$ cat src/rtl/calc_pkg.sv
// Shared definitions for the calculator sequencer and its operand datapath.
package calc_pkg;

  // Sequencer state codes, common to the sequencer and the datapath.
  typedef enum logic [1:0] {
    WAIT_OP1    = 2'd0,
    WAIT_OP2    = 2'd1,
    WAIT_OP     = 2'd2,
    SHOW_RESULT = 2'd3
  } state_e;

  // ALU opcodes as taken from data_in[1:0].
  typedef enum logic [1:0] {
    ADD = 2'b00,
    SUB = 2'b01,
    AND = 2'b10,
    OR  = 2'b11
  } opcode_e;

  // Bit positions inside the 4-bit {N, Z, C, V} flag vector.
  localparam int unsigned FLAG_N = 3;
  localparam int unsigned FLAG_Z = 2;
  localparam int unsigned FLAG_C = 1;
  localparam int unsigned FLAG_V = 0;

endpackage

$ cat src/rtl/calc_alu.sv
// Combinational ALU: ADD/SUB/AND/OR with {N, Z, C, V} flags.
module calc_alu
  import calc_pkg::*;
#(
  parameter int unsigned W = 16
) (
  input  logic [W-1:0] a,
  input  logic [W-1:0] b,
  input  logic [1:0]   op,
  output logic [W-1:0] res,
  output logic [3:0]   flags
);

  logic [W:0] sum_ext;
  logic [W:0] diff_ext;
  logic       carry;
  logic       ovf;

  // Extra top bit gives carry-out for ADD and borrow for SUB.
  assign sum_ext  = {1'b0, a} + {1'b0, b};
  assign diff_ext = {1'b0, a} - {1'b0, b};

  // Select result and carry/overflow per opcode, then derive N and Z from the result.
  always_comb begin
    res   = '0;
    carry = 1'b0;
    ovf   = 1'b0;
    unique case (opcode_e'(op))
      ADD: begin
        res   = sum_ext[W-1:0];
        carry = sum_ext[W];
        ovf   = (a[W-1] == b[W-1]) && (sum_ext[W-1] != a[W-1]);
      end
      SUB: begin
        res   = diff_ext[W-1:0];
        carry = ~diff_ext[W];  // no-borrow: a >= b unsigned
        ovf   = (a[W-1] != b[W-1]) && (diff_ext[W-1] != a[W-1]);
      end
      AND: res = a & b;
      OR:  res = a | b;
    endcase
    flags         = '0;
    flags[FLAG_N] = res[W-1];
    flags[FLAG_Z] = (res == '0);
    flags[FLAG_C] = carry;
    flags[FLAG_V] = ovf;
  end

endmodule

$ cat src/rtl/calc_operand_datapath.sv
// Operand capture, one-cycle compute, display mux and state-sequence monitor
// for the four-state calculator sequencer.
module calc_operand_datapath
  import calc_pkg::*;
#(
  parameter int unsigned W = 16
) (
  input  logic         clk,
  input  logic         rst,
  input  logic         trans,
  input  logic [1:0]   estado,
  input  logic [W-1:0] data_in,
  output logic [W-1:0] display_val,
  output logic         result_valid,
  output logic [3:0]   flags,
  output logic         seq_error
);

  state_e       state_s;
  logic [W-1:0] op1_q;
  logic [W-1:0] op2_q;
  logic [1:0]   opcode_q;
  logic [W-1:0] res_q;
  logic [3:0]   flags_q;
  logic         result_valid_q;
  logic         busy_q;
  logic [W-1:0] display_q;
  logic         seq_error_q;
  logic [1:0]   prev_estado_q;
  logic         trans_prev_q;
  logic [W-1:0] alu_res;
  logic [3:0]   alu_flags;
  logic [1:0]   next_code;
  logic         seq_bad;

  assign state_s = state_e'(estado);

  calc_alu #(
    .W(W)
  ) u_alu (
    .a    (op1_q),
    .b    (op2_q),
    .op   (opcode_q),
    .res  (alu_res),
    .flags(alu_flags)
  );

  // Operand/opcode capture and result load; a clear on the same edge as the compute wins.
  always_ff @(posedge clk or posedge rst) begin
    if (rst) begin
      op1_q          <= '0;
      op2_q          <= '0;
      opcode_q       <= '0;
      res_q          <= '0;
      flags_q        <= '0;
      result_valid_q <= 1'b0;
      busy_q         <= 1'b0;
    end else begin
      if (busy_q) begin
        res_q          <= alu_res;
        flags_q        <= alu_flags;
        result_valid_q <= 1'b1;
        busy_q         <= 1'b0;
      end
      if (trans) begin
        unique case (state_s)
          WAIT_OP1: begin
            op1_q          <= data_in;
            res_q          <= '0;
            flags_q        <= '0;
            result_valid_q <= 1'b0;
          end
          WAIT_OP2: op2_q <= data_in;
          WAIT_OP: begin
            opcode_q <= data_in[1:0];
            busy_q   <= 1'b1;
          end
          SHOW_RESULT: result_valid_q <= 1'b0;
        endcase
      end
    end
  end

  // Registered display source selected by the current state code.
  always_ff @(posedge clk or posedge rst) begin
    if (rst) begin
      display_q <= '0;
    end else begin
      unique case (state_s)
        WAIT_OP1, WAIT_OP2: display_q <= data_in;
        WAIT_OP:            display_q <= {{(W-2){1'b0}}, data_in[1:0]};
        SHOW_RESULT:        display_q <= res_q;
      endcase
    end
  end

  // A state change is legal only as a +1 (mod 4) step following a trans pulse.
  always_comb begin
    next_code = prev_estado_q + 2'd1;
    seq_bad   = (estado != prev_estado_q) && ((estado != next_code) || !trans_prev_q);
  end

  // Sticky sequence monitor; history registers track the previous cycle.
  always_ff @(posedge clk or posedge rst) begin
    if (rst) begin
      seq_error_q   <= 1'b0;
      prev_estado_q <= 2'd0;
      trans_prev_q  <= 1'b0;
    end else begin
      prev_estado_q <= estado;
      trans_prev_q  <= trans;
      if (seq_bad) begin
        seq_error_q <= 1'b1;
      end
    end
  end

  assign display_val  = display_q;
  assign result_valid = result_valid_q;
  assign flags        = flags_q;
  assign seq_error    = seq_error_q;

endmodule

$ cat config.mk
export PLATFORM = sky130hd
export DESIGN_NAME = calc_operand_datapath
export DESIGN_NICKNAME = d
export VERILOG_FILES = /design/src/rtl/calc_pkg.sv /design/src/rtl/calc_alu.sv /design/src/rtl/calc_operand_datapath.sv
export SDC_FILE = /design/constraint.sdc
export NUM_CORES = 1
export LEC_CHECK = 0
export ABC_AREA = 1
export CORE_UTILIZATION = 45
export CTS_BUF_LIST = sky130_fd_sc_hd__clkbuf_16
export CTS_CLUSTER_DIAMETER = 60
export DETAILED_ROUTE_END_ITERATION = 12
export GPL_TIMING_DRIVEN = 0
export SYNTH_ARGS = -nofsm -noshare
export SYNTH_HDL_FRONTEND = slang
export SYNTH_SLANG_ARGS = --single-unit
$ cat constraint.sdc
create_clock -name clk -period 2.8 [get_ports clk]
set_input_delay 0.42 -clock clk [delete_from_list [all_inputs] [get_ports clk]]
set_output_delay 0.42 -clock clk [all_outputs]
set_load 0.005 [all_outputs]
==> flow_metrics.tcl, run 1 <==
set metrics [dict create \
    outcome "finished clean" \
    antenna_found_initial 0 \
    drt-initial-drc-count 478 \
    synth_top_area_cell "dfrtp_1" \
    critPathRequiredTime_ns 3.06 \
    synth_ff_type "dfrtp_1" \
    fmax_mhz 392 \
    setup-violations-final 0 \
    cts_hold_buf 0 \
    syn_to_final_growth_pct 18.1 \
    die_w_um 114 \
    fin_ws_ns 0.249 \
    path_depth 17 \
    vias 5388 \
    rsz0062_at_grt "no" \
    multi_input_area_mm2 0.00301 \
    ys_warn_count 0 \
    tns_ns 0 \
    total_power_mw 4.78 \
    start_kind "register" \
    stdcell_count 1054 \
    grt_pass1_vias 5288 \
    place_area_mm2 0.00631 \
    fillers 1184 \
    yosysSeqAreaShare 0.336 \
    final_layout_size_suffix_gt1_frac 0.0734 \
    hold_violations 0 \
    numCtsBuffers 9 \
    layout_common_cells "nand2_1, inv_1, dfrtp_1" \
    drtAntennaViolNets 0 \
    final.min_clock_period_ns 2.55 \
    place_ws_ns 0.199 \
    insertedDiodeCount 0 \
    clockBufferDepth 2 \
    final_common_cell "nand2_1" \
    io_buffer_count 42 \
    leakage_nw 3.54 \
    root_buffer "clkbuf_16" \
    num_rows 40 \
    pin_count 43 \
    dr.pass1.iters 5 \
    end_kind "register" \
    die-area_mm2 0.0130 \
    clock_latency_ns 0.33 \
    slew_viol_final 0 \
    async_flop_share 1.00 \
    cts.sinks 76 \
    grt_start_max_net_pins 62 \
    cts_tree "done" \
    worst_pin_slew_ns 0.651 \
    arrival_ns 2.81 \
    chipHeight_um 114 \
    maxCapViolCount 0 \
    clk_pin_slew_worst_paths_ns 0.06 \
    avgRoutedWirePerCell_um 15.4 \
    final_area_mm2 0.00668 \
    vias_per_cell 5.11 \
    drc_errors 0 \
    grt_usage 0.268 \
    crit_path_cell_trace "ha_1 > fa_2 > nand3_1 > nand2_1 > nand2_1 > nand2_1 > nand2_1 > nand2_1 > nand2_1 > nand2_1 > nand2_1 > nand3_2 > nor2_1 > nand2_1 > nor2_1 > nor2_1 > nor2_1" \
    finalCritPeriodShare 0.911 \
    synth_top_area_share 0.336 \
    max_slew_margin 0.566 \
    synthTopCellsByArea "dfrtp_1, nand2_1, ha_1, inv_1, nand3_1" \
    skew_ns 0.00623 \
    h-tree-depth 3 \
    seqCellArea_mm2 0.00190 \
    path_class "reg -> reg" \
    grt_pass1_wl_um 26600 \
    hold_class "in -> async" \
    wl_um 16200 \
    crit_slowest_cell "fa_2" \
    synth.distinct_cells 33 \
    dp_cells 1039 \
    core_area_mm2 0.0121 \
    reg2reg_depth 17 \
    overflow 0 \
    peakVddDrop_mv 0.427 \
    powerDensity_mw_per_mm2 716 \
    critical_path.max_fanout 4 \
    synth_edf_count 0 \
    critical_path_buf_inv_count 0 \
    hold_slack_ns 0.370 \
    crit_top_cell "nand2_1" \
    crit_family "simple AND/OR/NAND/NOR gates" \
    final_util 0.551 \
    avgSynthCellArea_um2 6.83 \
    netlist_area_mm2 0.00565 \
    gp_congestion 0.897 \
    final_nets 958 \
    synth_cells 828 \
    syn_nets 904 \
    start_util 0.467 \
    slowest_delay_ns 0.41 \
    dp_hpwl_um 13000 \
    ys_ff_latch 76 \
]
## cells in the mapped netlist, drive strengths merged, types with 3 or more instances
library cell  instances
nand2               233
inv                 162
dfrtp                76
nand3                66
nor2                 59
o21ai                59
ha                   53
a21oi                28
o22ai                17
clkbuf               16
buf                  14
nand4                11
a211oi                7
nand3b                6
o211ai                4
xnor2                 3
## layer usage
layer | vias up | GRT usage | part of all wire
met5 | - | 0 | 0
met4 | 0 | 0.0944 | 0.020
met3 | 24 | 0.0302 | 0.056
met2 | 166 | 0.432 | 0.45
met1 | 2501 | 0.373 | 0.47
li1 | 2697 | - | -
## flip-flops by register name, indices dropped and copies added, names as in the netlist
name,flops
busy_q,1
trans_prev_q,1
flags,4
prev_estado_q,2
res_q,16
op1_q,16
display_val,16
op2_q,16
seq_error,1
result_valid,1
opcode_q,2
## where the power goes
group,internal [mW],switching [mW]
Clock,0.949,0.422
Combinational,0.695,1.31
Sequential,1.27,0.137
## repair_timing
item	4_1_cts	5_1_grt
endpoints found under the setup margin	0	1
gates resized for setup	0	2
buffers inserted	0	0
## final cells by class
cell class,instances,area share
Sequential cell,76,0.285
Buffer,30,0.0210
Clock inverter,6,0.0191
Inverter,163,0.0920
Clock buffer,9,0.0337
Multi-Input combinational cell,559,0.451
Tap cell,168,0.0315
Timing Repair Buffer,43,0.0671
## cell families after synthesis
group           synth area share
compound gates             0.118
xor+xnor                 0.00775
fa+ha+maj                  0.124
buf+inv                    0.133
flops                      0.336
simple gates               0.281
## worst reg2reg max path: cells and delay by family, from the launching register on
kind	cells	cell delay [ns]
fa+ha+maj	2	0.68
simple gates	15	1.40
flops	1	0.40
## worst paths after layout
path                                   endpoint  slack (ns)          from
worst max register to register         flags[2]        0.25      op1_q[0]
worst max-delay path                   flags[2]        0.25      op1_q[0]
worst min register to register        seq_error        0.46  trans_prev_q
worst min-delay path            display_val[11]        0.37           rst
min in group clk                      seq_error        0.46  trans_prev_q
max in group asynchronous              op1_q[9]        1.87           rst
(Power assumes the default switching activity.)
==> run 2: changes to the inputs <==
--- a/config.mk
+++ b/config.mk
@@ -9,6 +9,7 @@
 export CORE_UTILIZATION = 45
 export CTS_BUF_LIST = sky130_fd_sc_hd__clkbuf_16
 export CTS_CLUSTER_DIAMETER = 60
+export CTS_CLUSTER_SIZE = 20
 export DETAILED_ROUTE_END_ITERATION = 12
 export GPL_TIMING_DRIVEN = 0
 export SYNTH_ARGS = -nofsm -noshare
==> results of run 2 <==
Same layout as run 1: the final DEF is identical, and so are final timing and power.
==> run 3: changes to the inputs <==
--- a/config.mk
+++ b/config.mk
@@ -8,7 +8,6 @@
 export ABC_AREA = 1
 export CORE_UTILIZATION = 45
 export CTS_BUF_LIST = sky130_fd_sc_hd__clkbuf_16
-export CTS_CLUSTER_DIAMETER = 60
 export CTS_CLUSTER_SIZE = 20
 export DETAILED_ROUTE_END_ITERATION = 12
 export GPL_TIMING_DRIVEN = 0
==> results of run 3 <==
Same layout as run 1: the final DEF is identical, and so are final timing and power.
==> edit 1: new RTL, flow settings as in run 1 <==
`W` is set to 16 in 2 places; all go to 20.
--- a/src/rtl/calc_alu.sv
+++ b/src/rtl/calc_alu.sv
@@ -4,3 +4,3 @@
 #(
-  parameter int unsigned W = 16
+  parameter int unsigned W = 20
 ) (
--- a/src/rtl/calc_operand_datapath.sv
+++ b/src/rtl/calc_operand_datapath.sv
@@ -5,3 +5,3 @@
 #(
-  parameter int unsigned W = 16
+  parameter int unsigned W = 20
 ) (
Interface: changed (resized data_in and display_val); port bits go from 43 to 51. No check against the original RTL was run, so the function may have changed too.
==> edit 1 against run 1 <==
  * Area after synthesis is 24% higher
  * Sequential cell count up 16
  * Wire length rose by 31%
  * Setup slack worse by 100 ps
  * Via count is 25% higher
  * Cell area is 22% higher
  * First-iteration DRC count grew 16%
  * Total power grew 14%
  * Non-clock buffer count increased by 18
  * Synthesized cell count up 23%
  * Fmax is 3.8% lower
  * Critical endpoint unchanged
==> edit 1: results (changes against run 1) <==
* Final-layout fill cell count at 1567 (+32%)
* First-pass GRT wire length at 33.79 mm (+27%)
* Maximum number of pins on one net before global-route repair at 39 (-37%)
* Post-synthesis compound-gate area fraction at 14.22% (+2.5 points)
* Largest cells by area after synthesis: dfrtp_1, nand2_1, ha_1
* Main synth FF type: dfrtp_1
* Placer Congestion at 0.9331 (+4.0%)
* Total global-route track usage at 27.59% (+0.82 points)
* WL/cell at 16.74 µm (+8.9%)
* Vias in the first global route at 6280 (+19%)
* Metal-1 WL at 10.45 mm (+37%)
* Final nets at 1171 (+22%)
* Hold Crit Class: flop to flop
* LEAKAGE at 0.004148 µW (+17%)
* Worst VDD drop at 0.3516 mV (-18%)
* Area grow syn2layout at 16.21%
* Initial DRC count at 554 (+16%)
* Share of cells above drive strength 1 at 8.026% (+0.69 points)
* DR vias/cell at 5.308 (+3.8%)
* Max Clock Skew at 5.385 ps (-0.8413 ps)
* Register area share after synthesis at 32.92% (-0.71 points)
* Wire length on met3 at 1.217 mm (+35%)
* PortBufs at 50 (+19%)
* Met2 wire len at 9.279 mm (+26%)
* Place WS at -41.31 ps (-240.3 ps)
* Placed cell areas at 0.007780 mm² (+23%)
* Placed Cells at 1255 (+21%)
* Status: finished, final reports clean
* Netlist cell types at 37 (+12%)
* Routed WL at 21.30 mm (+31%)
* Crit-path max FO at 5 (+1)
* Instance count of the mapped netlist at 1015 (+23%)
[edit 1: logic make-up after synthesis]
kind of cell | after synthesis
flip-flops | 92
adder cells (fa/ha/maj) | 66
XOR/XNOR | 5
AO/OA/AOI/OAI | 183
AND/OR/NAND/NOR | 458
buffers and inverters | 211
[edit 1: final cells by class]
| class | count | share of cell area (%) |
|---|---|---|
| buffer | 37 | 2.679 |
| multi-input combinational | 712 | 47.85 |
| clock inverter | 6 | 0.4311 |
| sequential | 92 | 28.36 |
| inverter | 174 | 8.083 |
| clock buffer | 9 | 2.771 |
| tap | 188 | 2.895 |
| timing repair buffer | 54 | 6.928 |
[edit 1: repair_timing]
item                       4_1_cts  5_1_grt
gates cloned                     0        0
pin swaps                        0        5
setup endpoints to repair        1        3
resized for setup                2       23
buffers inserted                 0        2
[edit 1: final timing paths]
path / cells past startpoint / startpoint / to / slack (ps)
worst max register to register: 18 / op1_q[0] / flags[2] / 150
max in group asynchronous: 3 / rst / op1_q[1] / 1540
worst min-delay path: 1 / trans_prev_q / seq_error / 460
worst max-delay path: 18 / op1_q[0] / flags[2] / 150
worst min register to register: 1 / trans_prev_q / seq_error / 460
min in group asynchronous: 2 / rst / display_val[15] / 610
[edit 1: metal layers]
metal	track usage, %	up-vias
li1	-	3351
met1	41.17	3179
met2	41.79	196
met3	3.543	26
met4	7.913	0
met5	0	-
[edit 1: power breakdown]
part	total (µW)	switching [µW]	internal, µW
clock network	1090	497	588
logic	2700	1760	941
registers	1680	152	1530
total	5470	2410	3060
==> edit 2: new RTL, settings of run 1 <==
Without the edit above. Reset style: synchronous (`rst`), changed in 3 clocked blocks.
--- a/src/rtl/calc_operand_datapath.sv
+++ b/src/rtl/calc_operand_datapath.sv
@@ -48,3 +48,3 @@
   // Operand/opcode capture and result load; a clear on the same edge as the compute wins.
-  always_ff @(posedge clk or posedge rst) begin
+  always_ff @(posedge clk) begin
     if (rst) begin
@@ -84,3 +84,3 @@
   // Registered display source selected by the current state code.
-  always_ff @(posedge clk or posedge rst) begin
+  always_ff @(posedge clk) begin
     if (rst) begin
@@ -103,3 +103,3 @@
   // Sticky sequence monitor; history registers track the previous cycle.
-  always_ff @(posedge clk or posedge rst) begin
+  always_ff @(posedge clk) begin
     if (rst) begin
Function: differs if rst is asserted again (counterexample within 4 cycles, from zero or initial values and one cycle with rst high); with rst held inactive, the same outputs for 4 cycles.
==> edit 2 against run 1 <==
  * Sequential cell count is the same
  * Count of clock-buffer cells in the layout did not move
  * Cell count is 2.8% lower
  * Cell area fell by 6.7%
  * Area after synthesis down 6.6%
  * Worst hold slack better by 93 ps
  * Wire length grew 1.7%
  * Die area is 6.4% lower
  * Setup slack worse by 11 ps
  * Largest cell class unchanged
Power is not compared: it rests on default switching activity, and its combinational part moved more than twofold at a synthesized area within 25%.
==> edit 2: results (changes against run 1) <==
* Antenna cells at 0 (unchanged)
* Initial antenna violation count at 0 (unchanged)
* Vias in the first global route at 5086 (-3.8%)
* Synthesized area per cell at 6.412 µm² (-6.1%)
* Root buf cell: clkbuf_16
* Maximum level of the CTS H-tree at 3 (unchanged)
* Placer Congestion at 0.9622 (+7.3%)
* Register area share after synthesis at 28.79% (-4.8 points)
* Hold Crit Class: flop to flop
* Maximum number of pins on one net before global-route repair at 14 (-77%)
* Status: finished, final reports clean
* First-pass GRT wire length at 26.03 mm (-2.2%)
* Worst VDD drop at roughly 0.42 mV
* Synthesis Warnings at 0 (unchanged)
* Post-DP HPWL at 13.22 mm (+1.4%)
* Initial DRC count at 425 (-11%)
* Total iterations of the first detailed-routing run at 8 (+3)
* DR vias/cell at 5.270 (+3.1%)
* Clk Latency, worst-skew pair at 340 ps
* Worst-margin pin slew at 653.3 ps (+2.761 ps)
* Crit-path max FO at 5 (+1)
* CTS clk-pin slew, worst paths at 60 ps (about the same)
* Via Count at 5402 (+0.26%)
* Final nets at 953 (-0.52%)
* Max Clock Skew at 5.159 ps (-1.067 ps)
* Netlist cell types at 29 (-12%)
* CTS buffer count at 9 (unchanged)
* Synth cell count leaders: nand2_1, inv_1, a21oi_1
* Place WS at 18.23 ps (-180.8 ps)
* Largest cells by area after synthesis: dfxtp_1, nand2_1, ha_1
* Worst endpoint data arrival time at 2790 ps (-20 ps)
* Sw Share at 30.45%
* Placed Cells at 1009 (-2.9%)
* Placed cell areas at 0.005883 mm² (-6.8%)
* Syn_nets at 900 (-0.44%)
* Total global-route track usage at 29.03% (+2.3 points)
* Setup bufs post-CTS at 0 (unchanged)
* PortBufs at 42 (unchanged)
* LEAKAGE at a little under 0.003 µW
* WL/cell at 16.09 µm (+4.6%)
* Share of cells above drive strength 1 at 5.102% (-2.2 points)
* Async SR Flop Fraction at 0% (-100 points)
* CTS max path bufs at 2 (unchanged)
edit 2: kinds of logic after synthesis:
| logic type | share of synthesized area, % |
|---|---|
| AO/OA/AOI/OAI | 18.04 |
| adder cells (fa/ha/maj) | 13.31 |
| flip-flops | 28.79 |
| XOR/XNOR | 0.4974 |
| AND/OR/NAND/NOR | 27.71 |
| buffers and inverters | 11.65 |
edit 2: worst max-delay path, cell delays in order, from the launching register on:
cell and delay [ps]:
dfxtp_1 320, inv_1 100, ha_1 180, inv_1 70, fa_1 380, nand2_1 120
nand2_2 100, nand3_1 80, nand2_1 140, nand2_1 140, nand3_1 80, nand2_1 150
a21oi_1 100, o21ai_0 180, nand3_1 130, o211ai_1 120, inv_1 60
edit 2: path summary, 6_finish.rpt:
check | startpoint | end | slack [ps] | depth (start not counted)
max | op1_q[0] | flags[1] | 240 | 16
min | res_q[13] | display_val[13] | 460 | 2
max reg2reg | op1_q[0] | flags[1] | 240 | 16
min reg2reg | res_q[13] | display_val[13] | 460 | 2
edit 2: layout make-up:
type                       count  area, µm²
buffer                        30      146.4
sequential                    76       1521
clock inverter                 7      115.1
tap                          143      178.9
inverter                     125      469.2
timing repair buffer          42      420.4
clock buffer                   9      225.2
multi-input combinational    593       3152
fill                        1153       5190
edit 2: what timing repair did:
item / 4_1_cts / 5_1_grt
setup endpoints to repair: 0 / 1
endpoints found under the hold margin: 0 / 0
resized for setup: 0 / 2
edit 2: routing by layer:
metal	up-vias	track usage [%]	wire [µm]
li1	2743	-	-
met4	0	9.492	346
met1	2464	39.62	7999
met3	30	3.821	684
met2	165	47.12	7460
met5	-	0	0
edit 2: power groups by stage:
stage                     clock (µW)  sequential, µW  combinational, µW
after floorplan                    0            1180                494
after global placement             0            1180                736
after detailed placement           0            1190                747
after CTS                       1330            1160                753
after global routing            1390            1170                858
final                           1320            1160                766
edit 2: through the flow:
step | utilization (%) | hold slack, ps
4_1_cts | 54.50 | 469.0
2_1_floorplan | - | 435.7
3_5_place_dp | 51.52 | 458.5
5_1_grt | 54.55 | 489.3
3_3_place_gp | 51.52 | 454.0
6_report | 54.55 | 462.6
